## src/rtl/score_display_pkg.sv

```systemverilog
// Shared types and constants for the score_display slice: FSM states,
// active-low seven-segment codes and display geometry.
package score_display_pkg;

  typedef enum logic [1:0] {
    IDLE  = 2'd0,
    SHIFT = 2'd1,
    DONE  = 2'd2
  } state_t;

  localparam int unsigned DIG_SEL_W = 2;
  localparam int unsigned BCD_W     = 20;

  // Cathodes {g,f,e,d,c,b,a}, active-low
  localparam logic [6:0] SEG_BLANK = 7'h7F;
  localparam logic [6:0] SEG_0     = 7'h40;
  localparam logic [6:0] SEG_1     = 7'h79;
  localparam logic [6:0] SEG_2     = 7'h24;
  localparam logic [6:0] SEG_3     = 7'h30;
  localparam logic [6:0] SEG_4     = 7'h19;
  localparam logic [6:0] SEG_5     = 7'h12;
  localparam logic [6:0] SEG_6     = 7'h02;
  localparam logic [6:0] SEG_7     = 7'h78;
  localparam logic [6:0] SEG_8     = 7'h00;
  localparam logic [6:0] SEG_9     = 7'h10;

  function automatic logic [6:0] seg_encode(input logic [3:0] d);
    case (d)
      4'd0:    return SEG_0;
      4'd1:    return SEG_1;
      4'd2:    return SEG_2;
      4'd3:    return SEG_3;
      4'd4:    return SEG_4;
      4'd5:    return SEG_5;
      4'd6:    return SEG_6;
      4'd7:    return SEG_7;
      4'd8:    return SEG_8;
      4'd9:    return SEG_9;
      default: return SEG_BLANK;
    endcase
  endfunction

endpackage

```

## src/rtl/score_display_if.sv

```systemverilog
// Score input and display output bundle; master is the score source,
// slave is the display block.
interface score_display_if #(
  parameter int unsigned SCORE_W = 16
);
  logic [SCORE_W-1:0] score;
  logic [3:0]         an;
  logic [6:0]         seg;
  logic               dp;
  logic               busy;

  modport master (output score, input an, seg, dp, busy);
  modport slave  (input score, output an, seg, dp, busy);
endinterface

```

## src/rtl/score_display_bin2bcd_seq.sv

```systemverilog
// Sequential double-dabble converter: one shift per cycle, SCORE_W shifts,
// then a one-cycle DONE with the BCD result held on bcd.
module bin2bcd_seq
  import score_display_pkg::*;
#(
  parameter int unsigned SCORE_W = 16,
  parameter int unsigned BCD_W   = 20
) (
  input  logic               clk,
  input  logic               rst,
  input  logic               start,
  input  logic [SCORE_W-1:0] bin,
  output logic               busy,
  output logic [BCD_W-1:0]   bcd,
  output logic               done
);

  localparam int unsigned CNT_W = (SCORE_W > 1) ? $clog2(SCORE_W) : 1;
  localparam logic [CNT_W-1:0] LAST = CNT_W'(SCORE_W - 1);

  state_t               state_q;
  logic [SCORE_W-1:0]   bin_q;
  logic [BCD_W-1:0]     bcd_q;
  logic [CNT_W-1:0]     cnt_q;
  logic                 busy_q;
  logic                 done_q;

  logic [BCD_W-1:0]         adj;
  logic [BCD_W+SCORE_W-1:0] sh;

  always_comb begin
    adj = bcd_q;
    for (int unsigned i = 0; i < BCD_W / 4; i++) begin
      if (adj[4*i +: 4] >= 4'd5) adj[4*i +: 4] = adj[4*i +: 4] + 4'd3;
    end
    sh = {adj[BCD_W-2:0], bin_q, 1'b0};
  end

  always_ff @(posedge clk or negedge rst) begin
    if (!rst) begin
      state_q <= IDLE;
      bin_q   <= '0;
      bcd_q   <= '0;
      cnt_q   <= '0;
      busy_q  <= 1'b0;
      done_q  <= 1'b0;
    end else begin
      unique case (state_q)
        IDLE: begin
          done_q <= 1'b0;
          if (start) begin
            bin_q   <= bin;
            bcd_q   <= '0;
            cnt_q   <= '0;
            busy_q  <= 1'b1;
            state_q <= SHIFT;
          end
        end
        SHIFT: begin
          {bcd_q, bin_q} <= sh;
          cnt_q          <= cnt_q + 1'b1;
          if (cnt_q == LAST) begin
            done_q  <= 1'b1;
            state_q <= DONE;
          end
        end
        DONE: begin
          done_q  <= 1'b0;
          busy_q  <= 1'b0;
          state_q <= IDLE;
        end
        default: state_q <= IDLE;
      endcase
    end
  end

  assign busy = busy_q;
  assign bcd  = bcd_q;
  assign done = done_q;

endmodule

```

## src/rtl/score_display.sv

```systemverilog
// Score to 4-digit multiplexed seven-segment display. Optional leading-zero
// blanking is enabled by defining SCORE_DISPLAY_BLANK_EN.
module score_display
  import score_display_pkg::*;
#(
  parameter int unsigned REFRESH_BITS = 18,
  parameter int unsigned SCORE_W      = 16
) (
  input  logic            clk,
  input  logic            rst,
  score_display_if.slave  dif
);

  logic [SCORE_W-1:0]      shown_src_q;
  logic [SCORE_W-1:0]      pend_q;
  logic [BCD_W-1:0]        digits_q;
  logic [REFRESH_BITS-1:0] refresh_q;
  logic [3:0]              an_q, an_d;
  logic [6:0]              seg_q, seg_d;
  logic                    dp_q, dp_d;

  logic                    start;
  logic                    conv_busy;
  logic                    conv_done;
  logic [BCD_W-1:0]        conv_bcd;

  // Compare against the last converted value so a change that lands while
  // busy is picked up again on the first idle cycle.
  assign start = (dif.score != shown_src_q);

  bin2bcd_seq #(
    .SCORE_W (SCORE_W),
    .BCD_W   (BCD_W)
  ) u_conv (
    .clk   (clk),
    .rst   (rst),
    .start (start),
    .bin   (dif.score),
    .busy  (conv_busy),
    .bcd   (conv_bcd),
    .done  (conv_done)
  );

  always_ff @(posedge clk or negedge rst) begin
    if (!rst) begin
      shown_src_q <= '0;
      pend_q      <= '0;
      digits_q    <= '0;
    end else begin
      if (start && !conv_busy) pend_q <= dif.score;
      if (conv_done) begin
        digits_q    <= conv_bcd;
        shown_src_q <= pend_q;
      end
    end
  end

  logic [DIG_SEL_W-1:0] sel;
  logic [3:0]           dig [5];
  logic                 ovf;
`ifdef SCORE_DISPLAY_BLANK_EN
  logic                 blank;
`endif

  always_comb begin
    for (int unsigned i = 0; i < 5; i++) dig[i] = digits_q[4*i +: 4];
    sel   = refresh_q[REFRESH_BITS-1 -: DIG_SEL_W];
    ovf   = (dig[4] != 4'd0);
    an_d  = '1;
    an_d[sel] = 1'b0;
    seg_d = seg_encode(dig[sel]);
    dp_d  = !(ovf && (sel == 2'd3));
`ifdef SCORE_DISPLAY_BLANK_EN
    blank = 1'b0;
    if (!ovf) begin
      unique case (sel)
        2'd3:    blank = (dig[3] == 4'd0);
        2'd2:    blank = (dig[3] == 4'd0) && (dig[2] == 4'd0);
        2'd1:    blank = (dig[3] == 4'd0) && (dig[2] == 4'd0) && (dig[1] == 4'd0);
        default: blank = 1'b0;
      endcase
    end
    if (blank) begin
      an_d  = '1;
      seg_d = SEG_BLANK;
    end
`endif
  end

  always_ff @(posedge clk or negedge rst) begin
    if (!rst) begin
      refresh_q <= '0;
      an_q      <= '1;
      seg_q     <= SEG_BLANK;
      dp_q      <= 1'b1;
    end else begin
      refresh_q <= refresh_q + 1'b1;
      an_q      <= an_d;
      seg_q     <= seg_d;
      dp_q      <= dp_d;
    end
  end

  assign dif.an   = an_q;
  assign dif.seg  = seg_q;
  assign dif.dp   = dp_q;
  assign dif.busy = conv_busy;

endmodule

```

## src/flat_wrapper.sv

```systemverilog
// flat-port wrapper written by rule: the top's interface ports become plain ports
module score_display_flat import score_display_pkg::*;
#(
  parameter int unsigned REFRESH_BITS = 18,
  parameter int unsigned SCORE_W      = 16
)
  (clk, rst, dif_score, dif_an, dif_seg, dif_dp, dif_busy);
  score_display_if #(.SCORE_W(SCORE_W)) dif_i ();
  input  logic clk;
  input  logic rst;
  input wire logic [$bits(dif_i.score)-1:0] dif_score;
  output wire logic [$bits(dif_i.an)-1:0] dif_an;
  output wire logic [$bits(dif_i.seg)-1:0] dif_seg;
  output wire logic [$bits(dif_i.dp)-1:0] dif_dp;
  output wire logic [$bits(dif_i.busy)-1:0] dif_busy;
  assign dif_i.score = dif_score;
  assign dif_an = dif_i.an;
  assign dif_seg = dif_i.seg;
  assign dif_dp = dif_i.dp;
  assign dif_busy = dif_i.busy;
  score_display #(.REFRESH_BITS(REFRESH_BITS), .SCORE_W(SCORE_W)) u_core (.clk(clk), .rst(rst), .dif(dif_i));
endmodule
```

## config.mk

```make
export PLATFORM = sky130hd
export DESIGN_NAME = score_display_flat
export DESIGN_NICKNAME = d
export VERILOG_FILES = /design/src/rtl/score_display_pkg.sv /design/src/rtl/score_display_if.sv /design/src/rtl/score_display_bin2bcd_seq.sv /design/src/rtl/score_display.sv /design/src/flat_wrapper.sv
export SDC_FILE = /design/constraint.sdc
export NUM_CORES = 1
export LEC_CHECK = 0
export BUFFER_PORTS_ARGS = -buffer_cell sky130_fd_sc_hd__buf_2
export CAP_MARGIN = 0
export CORE_MARGIN = 2
export CORE_UTILIZATION = 45
export DETAILED_ROUTE_END_ITERATION = 8
export PLACE_DENSITY = 0.67
export SLEW_MARGIN = 25
export SYNTH_ARGS = -nofsm -noshare
export SYNTH_HDL_FRONTEND = slang
export SYNTH_HIERARCHICAL = 1
export SYNTH_SLANG_ARGS = --single-unit
```

## constraint.sdc

```tcl
create_clock -name clk -period 2.4 [get_ports clk]
set_clock_uncertainty 0.2 [all_clocks]
set_input_delay 0.72 -clock clk [delete_from_list [all_inputs] [get_ports clk]]
set_output_delay 0.72 -clock clk [all_outputs]
set_load 0.01 [all_outputs]
```

# Word level (Yosys, flattened, before mapping)
# Memories as Yosys holds them, arrays and structs flattened. A register that Yosys moved wholly into a read port is not among the register bits.
# Cells that the tools add are included.
[classes] addsub=7 n_lt_le_gt_ge=8 eq_ne=7 n_mux=23 bitwise=2 reduce_logical=16
[ops] cell="20-bit case mux with 2 select lines" n=1
[ops] cell="16-bit case mux with 2 select lines" n=1
[ops] cell="4-bit two-way mux" n=7
[ops] cell="4-bit by 3-bit greater-or-equal comparator with 1-bit output (second input constant)" n=5
[ops] cell="20-bit two-way mux" n=1
[ops] cell="18-bit by 1-bit adder with 18-bit output (second input constant)" n=1
[ops] cell="4-bit by 2-bit adder with 4-bit output (second input constant)" n=4
[ops] cell="16-bit two-way mux" n=1
[ops] cell="16-bit inequality test" n=1
[ops] cell="4-bit binary-select mux with 3-bit select" n=1
[ops] cell="4-bit case mux with 2 select lines" n=1
[ops] cell="2-bit AND reduction" n=4
[ops] cell="2-bit nonzero test" n=3
[ops] cell="4-bit by 1-bit adder with 4-bit output (second input constant)" n=1
[ops] cell="2-bit equality test (second input constant)" n=2
[ops] cell="4-bit equality test (second input constant)" n=1
[ops] cell="3-bit by 4-bit greater-or-equal comparator with 1-bit output (second input constant)" n=1
[ops] cell="2-bit two-way mux" n=2
[ops] cell="4-bit NOT" n=1
[ops] cell="1-bit case mux with 2 select lines" n=2
[ops] cell="2-bit case mux with 2 select lines" n=1
[ops] cell="4-bit nonzero test" n=1
[ops] cell="3-bit by 2-bit adder with 3-bit output (second input constant)" n=1
[ops] cell="1-bit logical AND" n=3
[ops] cell="other kinds (12)" n=16
[totals] regBits=119 romBits=112 out_inout_bits=13 elab_cells=76 memories=1
[mem_list] name="(name not given)" words=16 word_bits=7 read_ports=1 rd_ports_with_merged_regs=1 write_ports=0 line_no="score_display_pkg.sv:28" rtl="case (d)"

# Longest topological paths before layout
# Gate-level depths: netlist of run 1.
[depth] depth_word=5 depth_mapped=7

# By module
# The synthesis of run 1 kept the hierarchy.
[modules_own_cells] mod="score_display" instances=1 cells_each=245 area_per_inst_um2=3540.9 seq_area_each_um2=2067.0
[modules_own_cells] mod="bin2bcd_seq" instances=1 cells_each=241 area_per_inst_um2=2507.4 seq_area_each_um2=1101.1

# Worst setup path before layout of run 1
# No wires, ideal clock.
[synth_timing] path_type="in2reg" startpoint="input dif_score[6]" endpoint="register u_core.u_conv.bcd_q[14], in the netlist u_core/u_conv/bcd[14]" arrival_time_ps=2140 slack_ps=-40 path_stages=7 n_path_buf=1 cell_sequence="xor2_1 > nor4_2 > nand4_1 > buf_4 > o21bai_2 > nand2_1 > o311ai_2"
[synth_via] elab_chain_len=3
[synth_rtl] element="start, declared" line_no="flat_wrapper.sv:11" rtl="input wire logic [$bits(dif_i.score)-1:0] dif_score;"
[synth_rtl] element="16-bit inequality test" line_no="score_display.sv:29" rtl="assign start = (dif.score != shown_src_q);"
[synth_rtl] element="via u_core.start" line_no="score_display.sv:22" rtl="logic start;"
[synth_rtl] element="2-bit by 1-bit inequality test with 1-bit output (no source line)"
[synth_rtl] element="2-bit AND reduction (no source line)"
[synth_rtl] element="end signal, assigned" line_no="score_display_bin2bcd_seq.sv:60" rtl="{bcd_q, bin_q} <= sh;"
[synth_rtl] element="end, declared" line_no="score_display_bin2bcd_seq.sv:23" rtl="logic [BCD_W-1:0] bcd_q;"
# The timed path passes the listed nets, and every way through them passes these cells.
# A chain may end at the register's enable or synchronous reset.

# Worst setup path after layout of run 1
[layout_timing] startpoint="input dif_score[12]" endpoint="register u_core.u_conv.bin_q[4]"
[layout_via] elab_chain_len=3
[layout_rtl] element="16-bit inequality test" line_no="score_display.sv:29"
[layout_rtl] element="via u_core.start" line_no="score_display.sv:22"
[layout_rtl] element="2-bit by 1-bit inequality test with 1-bit output (no source line)"
[layout_rtl] element="2-bit AND reduction (no source line)"
[layout_rtl] element="end signal, assigned" line_no="score_display_bin2bcd_seq.sv:52" rtl="bin_q <= bin;"
[layout_rtl] element="end signal, assigned" line_no="score_display_bin2bcd_seq.sv:60"
[layout_rtl] element="end, declared" line_no="score_display_bin2bcd_seq.sv:22" rtl="logic [SCORE_W-1:0] bin_q;"
# The timed path passes the listed nets, and every way through them passes these cells.

==> results.json, run 1 <==
{
  "syn2layout_area_growth_pct": 20.3,
  "die_y_um": 120,
  "die_area_sq_mm": 0.0144,
  "die-width_um": 120,
  "grt.overflow.total": 0,
  "cp_cell_sequence": "buf_2 -> xor2_1 -> nor4_2 -> nand4_1 -> buf_4 -> and2b_1 -> a21oi_1 -> o21ai_0",
  "yosysTopAreaCell": "dfrtp_1",
  "synth-xor-area-share_pct": 5.21,
  "std_cell_rows": 42,
  "port_buffers": 30,
  "async_flop_share_pct": 100,
  "synth_ff_type": "dfrtp_1",
  "avgViaCountPerCell": 5.41,
  "synth_nets": 521,
  "antenna_found_initial": 0,
  "path_clk_slew_ns": 0.06,
  "final-hold-violation-count": 0,
  "nNetsFinal": 584,
  "fmax_ghz": 0.439,
  "fin_crit_ns": 2.28,
  "synthMuxAreaShare_pct": 12.5,
  "worst_pin_slew_ns": 0.508,
  "cts.sinks": 126,
  "cts_resized": 0,
  "synth-edff-count": 0,
  "slew_headroom_pct": 66.2,
  "fin_ws_ns": 0.124,
  "ys_ff_latch": 126,
  "grt_pass1_wl_mm": 20.8,
  "postCtsHoldBufs": 0,
  "utilization_pct": 55.2,
  "met3_length_um": 444,
  "timing.final.max_slew_violations": 0,
  "wl_per_cell_um": 16.4,
  "critical_path_class": "in2reg",
  "cts_made_buffers": 17,
  "start_util_pct": 45.9,
  "cp-start-kind": "input port",
  "crit_path_end": "u_core/u_conv/bin_q[4]",
  "coreArea_sq_mm": 0.0132,
  "crit_path_end_kind": "flip-flop",
  "netlist_top_cells_area": "dfrtp_1 47%, mux2_2 8.0%, dfstp_2 5.2%",
  "cp_data_required_time_ns": 2.52,
  "yosysSeqAreaShare_pct": 52.4,
  "antenna_cells": 0,
  "dr_total_vias": 3995,
  "routed_wl_mm": 12.1,
  "grt_usage_pct": 18.2,
  "synth_compound_area_share_pct": 14.0,
  "grt_max_degree": 35,
  "r2r-start": "u_core/shown_src_q[12]",
  "startpoint": "dif_score[12]",
  "status": "finished clean",
  "r2r_end": "u_core/u_conv/bin_q[4]",
  "dp_hpwl_mm": 8.08,
  "post_cts_buffers": 0,
  "io_pins": 31,
  "clk_path_buf_depth": 2,
  "place_ws_ns": -0.219,
  "r2r_slack_ns": 0.14,
  "whs_ns": 0.0879,
  "min_path_type": "in2async",
  "slowest_stage": "nor4_2",
  "synth_cell_types": 47,
  "ant_nets": 0,
  "p_leak_nw": 3.22,
  "synth_top_family_by_area": "compound AO/OA/AOI/OAI gates",
  "grt_pass1_vias": 4139,
  "cp_slowest_stage_delay_ns": 0.39,
  "cts_tree": "yes",
  "pwr_density_cell_mw_per_mm2": 1320,
  "clock_tree.root_cell": "clkbuf_16",
  "drt-pass1-iter-count": 4,
  "max-vdd-ir-drop_mv": 0.510,
  "setup_viol": 0,
  "drt_iter0_drc": 324,
  "rsz0062_at_grt": "no",
  "top_layer_used": "met4",
  "yosysTopAreaCellShare_pct": 47.2,
  "layout-drive-gt1-share_pct": 33.8,
  "wl_met2_mm": 6.01,
  "place_congestion": 0.737,
  "worstPathArrival_ns": 2.40,
  "drc": 0,
  "wl_met1_mm": 5.43,
  "ys_warn_count": 6,
  "yosys.area_share.simple_pct": 8.17,
  "path_max_fanout": 15,
  "synthAdderAreaFrac_pct": 3.52,
  "reg2reg_depth": 7,
  "avgSynthCellArea_sq_um": 12.4,
  "finalPower_mw": 9.60,
  "synth_area_sq_mm": 0.00605,
  "fin_crit_sh_pct": 94.8,
  "synth_cells": 486,
  "maxCapViolations": 0,
  "htree_levels": 4,
  "insertion_delay_ns": 0.41
}
-- routing by layer --
metal / global-route usage (%) / vias to the layer above
met3: 3.33 / 19
li1: - / 1881
met4: 6.40 / 0
met2: 29.9 / 79
met5: 0 / -
met1: 24.2 / 2016
-- metrics by stage --
step / TNS, ns / cell area, sq um / std cells
finish: 0 / 7280 / 738
floorplan: -0.0237 / 6070 / 486
CTS: 0 / 7280 / 738
global placement: -7.84 / 6610 / 706
detailed placement: -9.19 / 6610 / 706
global route: 0 / 7280 / 738
-- worst max-delay path: cells and delay by family --
family | cells | cell delay [ns]
and+or+nand+nor | 3 | 0.88
buffers and inverters | 2 | 0.39
AOI/OAI and AO/OA | 2 | 0.21
xor gates and xnor gates | 1 | 0.20
-- where the power goes --
group / total [mW] / leakage [nW] / switching, mW / internal [mW]
sequential: 3.55 / 1.55 / 0.577 / 2.97
clock: 2.83 / 0.315 / 0.926 / 1.90
combinational: 3.22 / 1.35 / 1.56 / 1.66
total: 9.60 / 3.22 / 3.06 / 6.53
-- cell usage in the layout (no fill, tap or decap), types with 5 or more instances in the layout --
cell and n:
a21oi_1 20, a22oi_1 15, a32o_1 5, and2b_1 5, buf_2 29, buf_4 34, bufinv_16 5, clkbuf_16 17
dfrtp_1 114, dfstp_2 12, ha_1 17, inv_1 29, mux2_2 43, mux2_4 10, nand2_1 22, nand2b_1 5
nand3_1 8, nand4_1 5, nor2_1 9, nor2b_1 17, o2111ai_1 10, o21a_1 7, o21ai_0 12, o21ai_1 14
o221ai_2 5, o31ai_1 6, xnor2_1 14, xor2_1 22
-- Yosys cell counts (all sizes together) (8+ instances only) --
library cell  number
nor2b             18
o21ai             26
nand3              8
buf               20
xor2              22
mux2              53
nor2               9
nand2             22
o2111ai           10
dfstp             12
inv               29
a22oi             15
a21oi             20
xnor2             14
dfrtp            114
ha                17
-- registers in the layout, summed over array words and instances (netlist names) --
signal                 flops
u_core/dif.an              4
u_core/dif.dp              1
u_core/dif.seg             7
u_core/digits_q           20
u_core/pend_q             16
u_core/refresh_q          18
u_core/shown_src_q        16
u_core/u_conv/bcd         20
u_core/u_conv/bin_q       16
u_core/u_conv/busy         1
u_core/u_conv/cnt_q        4
u_core/u_conv/done         1
u_core/u_conv/state_q      2
-- how the worst min path moves through the flow --
stage                               startpoint                   end  slack (ns)  depth (start not counted)
after floorplan                            rst    u_core/digits_q[0]        0.22                          0
final                                      rst    u_core/u_conv/busy        0.09                          1
after global placement     u_core/refresh_q[0]   u_core/refresh_q[0]        0.25                          1
after global routing                       rst   u_core/refresh_q[7]        0.11                          1
after detailed placement  u_core/refresh_q[10]  u_core/refresh_q[10]        0.26                          1
after CTS                                  rst   u_core/refresh_q[7]        0.09                          1
-- cells by family after synthesis --
| group | count (synthesis) |
|---|---|
| flip-flops | 126 |
| AO/OA/AOI/OAI | 108 |
| AND/OR/NAND/NOR | 87 |
| multiplexers | 60 |
| buffers and inverters | 52 |
| XOR/XNOR | 36 |
| adder cells (fa/ha/maj) | 17 |
-- layout make-up --
class                   instances  area [sq um]
clock buffers                  19           453
clock inverters                13           213
fillers                      1064          5910
inverters                      29           109
multi-input cells             308          2630
flip-flops and latches        126          3170
well taps                     176           220
repair buffers                 67           480
Note: power is estimated with default switching activity, not from simulation.
==> inputs of run 2 (changes only) <==
- clock period: 2.4 -> 2.45 ns (I/O delays scaled with it)
==> run 2 against run 1 <==
Via count is 1.7% lower; wire length is 6.0% lower; clock-buffer cell count is 2 lower; final area is 1.4% lower; combinational power is 4% lower; largest cell class unchanged; cell count is 0.41% lower; flip-flop and latch count stayed put; sequential power is 3% lower; critical path type unchanged; non-clock buffer count is 3 lower.
==> results.json, run 2 (synthesis results as in run 1) <==
{
  "status": "finished clean",
  "drc": 0,
  "final_cell_mix": "114 x dfrtp_1, 43 x mux2_2, 31 x buf_4",
  "crit_path_end_kind": "flip-flop",
  "wl_per_cell_um": 15.4,
  "r2r_end": "u_core/dif.seg[3]",
  "antenna_found_initial": 0,
  "final-hold-violation-count": 0,
  "coreArea_sq_mm": 0.0132,
  "antenna_cells": 0,
  "die-width_um": 120,
  "pwr_density_cell_mw_per_mm2": 1260,
  "cp_data_required_time_ns": 2.58,
  "crit_top_cell": "buf_4",
  "slew_headroom_pct": 66.5,
  "grt.overflow.total": 0,
  "fmax_ghz": 0.456,
  "setup_viol": 0,
  "slowest_stage": "nor4_2",
  "ant_nets": 0,
  "cts.sinks": 126,
  "syn2layout_area_growth_pct": 18.7,
  "critical_path_class": "in2reg",
  "cts_tree": "yes",
  "die_area_sq_mm": 0.0144,
  "grt_pass1_vias": 3930,
  "p_leak_nw": 3.16,
  "insertion_delay_ns": 0.41,
  "htree_levels": 4,
  "post_cts_buffers": 0,
  "drt_iter0_drc": 235,
  "timing.final.max_slew_violations": 0,
  "drt-pass1-iter-count": 5,
  "finalPower_mw": 9.02,
  "avgViaCountPerCell": 5.35,
  "dpl.cell_count": 703,
  "cp_slowest_stage_delay_ns": 0.34,
  "maxCapViolations": 0,
  "worstPathArrival_ns": 2.32,
  "final_common_cell": "dfrtp_1",
  "path_clk_slew_ns": 0.06,
  "clk_path_buf_depth": 2,
  "std_cell_rows": 42,
  "r2r_slack_ns": 0.28,
  "cp_cell_sequence": "buf_2 -> xor2_1 -> nor4_2 -> nand4_1 -> buf_4 -> buf_4 -> nor2b_1 -> a21oi_1 -> o21ai_1",
  "reg2reg_depth": 6,
  "crit_buf_inv": 3,
  "port_buffers": 30,
  "crit_family": "simple AND/OR/NAND/NOR gates",
  "r2r-start": "u_core/refresh_q[16]",
  "fin_crit_sh_pct": 89.6,
  "routed_wl_mm": 11.4,
  "place_congestion": 0.771,
  "start_util_pct": 45.9,
  "min_path_type": "in2async",
  "rsz0062_at_grt": "no",
  "grt_max_degree": 35,
  "cts_resized": 0,
  "nFillCells": 1073,
  "grt_usage_pct": 17.1,
  "cts_made_buffers": 17,
  "worst_pin_slew_ns": 0.503,
  "dp_hpwl_mm": 7.88,
  "fin_crit_ns": 2.19,
  "grt_pass1_wl_mm": 19.5,
  "io_pins": 31,
  "nNetsFinal": 581,
  "die_y_um": 120,
  "dr_total_vias": 3929,
  "cp-start-kind": "input port",
  "path_max_fanout": 8,
  "clock_tree.root_cell": "clkbuf_16",
  "max-vdd-ir-drop_mv": 0.552,
  "layout-drive-gt1-share_pct": 33.5,
  "stdcell_count": 735,
  "postCtsHoldBufs": 0
}
-- run 2: cell count changes in the layout (fill, tap and decap cells not counted), sizes merged --
cell,delta
buf,-3
bufinv,-3
clkbuf,-2
clkinv,-2
clkinvlp,+3
inv,+4
-- run 2: cell type report --
cell class	count	area, sq um	share of cell area [%]
sequential	126	3170	44.1
multi-input combinational	308	2630	36.7
timing repair buffer	64	458	6.38
clock buffer	17	425	5.93
tap	176	220	3.07
clock inverter	15	163	2.27
inverter	29	109	1.52
-- run 2: through the flow --
stage	setup TNS [ns]	cell area (sq um)	worst slack [ns]	hold slack, ns	util (%)
after detailed placement	-4.37	6590	-0.134	0.260	50.0
after floorplan	0	6060	0.0160	0.237	-
after global placement	-4.31	6590	-0.131	0.249	50.0
final	0	7180	0.256	0.0908	54.4
after CTS	0	7180	0.242	0.0907	54.4
after global routing	0	7180	0.111	0.110	54.4
-- run 2: power by group --
part	total (mW)	internal [mW]	leakage (nW)	switching (mW)
registers	3.46	2.91	1.55	0.552
clock network	2.45	1.51	0.269	0.942
logic	3.10	1.61	1.34	1.49
total	9.02	6.03	3.16	2.99
-- run 2: how the worst max path moves through the flow --
stage                                    endpoint  cells past startpoint  slack (ns)              startpoint
after CTS                 u_core/u_conv/bin_q[14]                      9        0.24           dif_score[12]
after global routing        u_core/u_conv/bcd[14]                      7        0.11  u_core/shown_src_q[12]
final                     u_core/u_conv/bin_q[14]                      9        0.26           dif_score[12]
after global placement      u_core/u_conv/bcd[14]                      8       -0.13           dif_score[12]
after floorplan             u_core/u_conv/bcd[13]                      7        0.02           dif_score[15]
after detailed placement  u_core/u_conv/bin_q[15]                      8       -0.13            dif_score[4]
-- run 2: metal layers --
metal	vias to the layer above	part of all wire, %	GRT usage (%)	routed length (um)
li1	1868	-	-	-
met1	1985	48	23.9	5500
met2	63	47	26.0	5370
met3	13	3.0	3.99	343
met4	0	1.3	6.40	150
met5	-	0	0	0
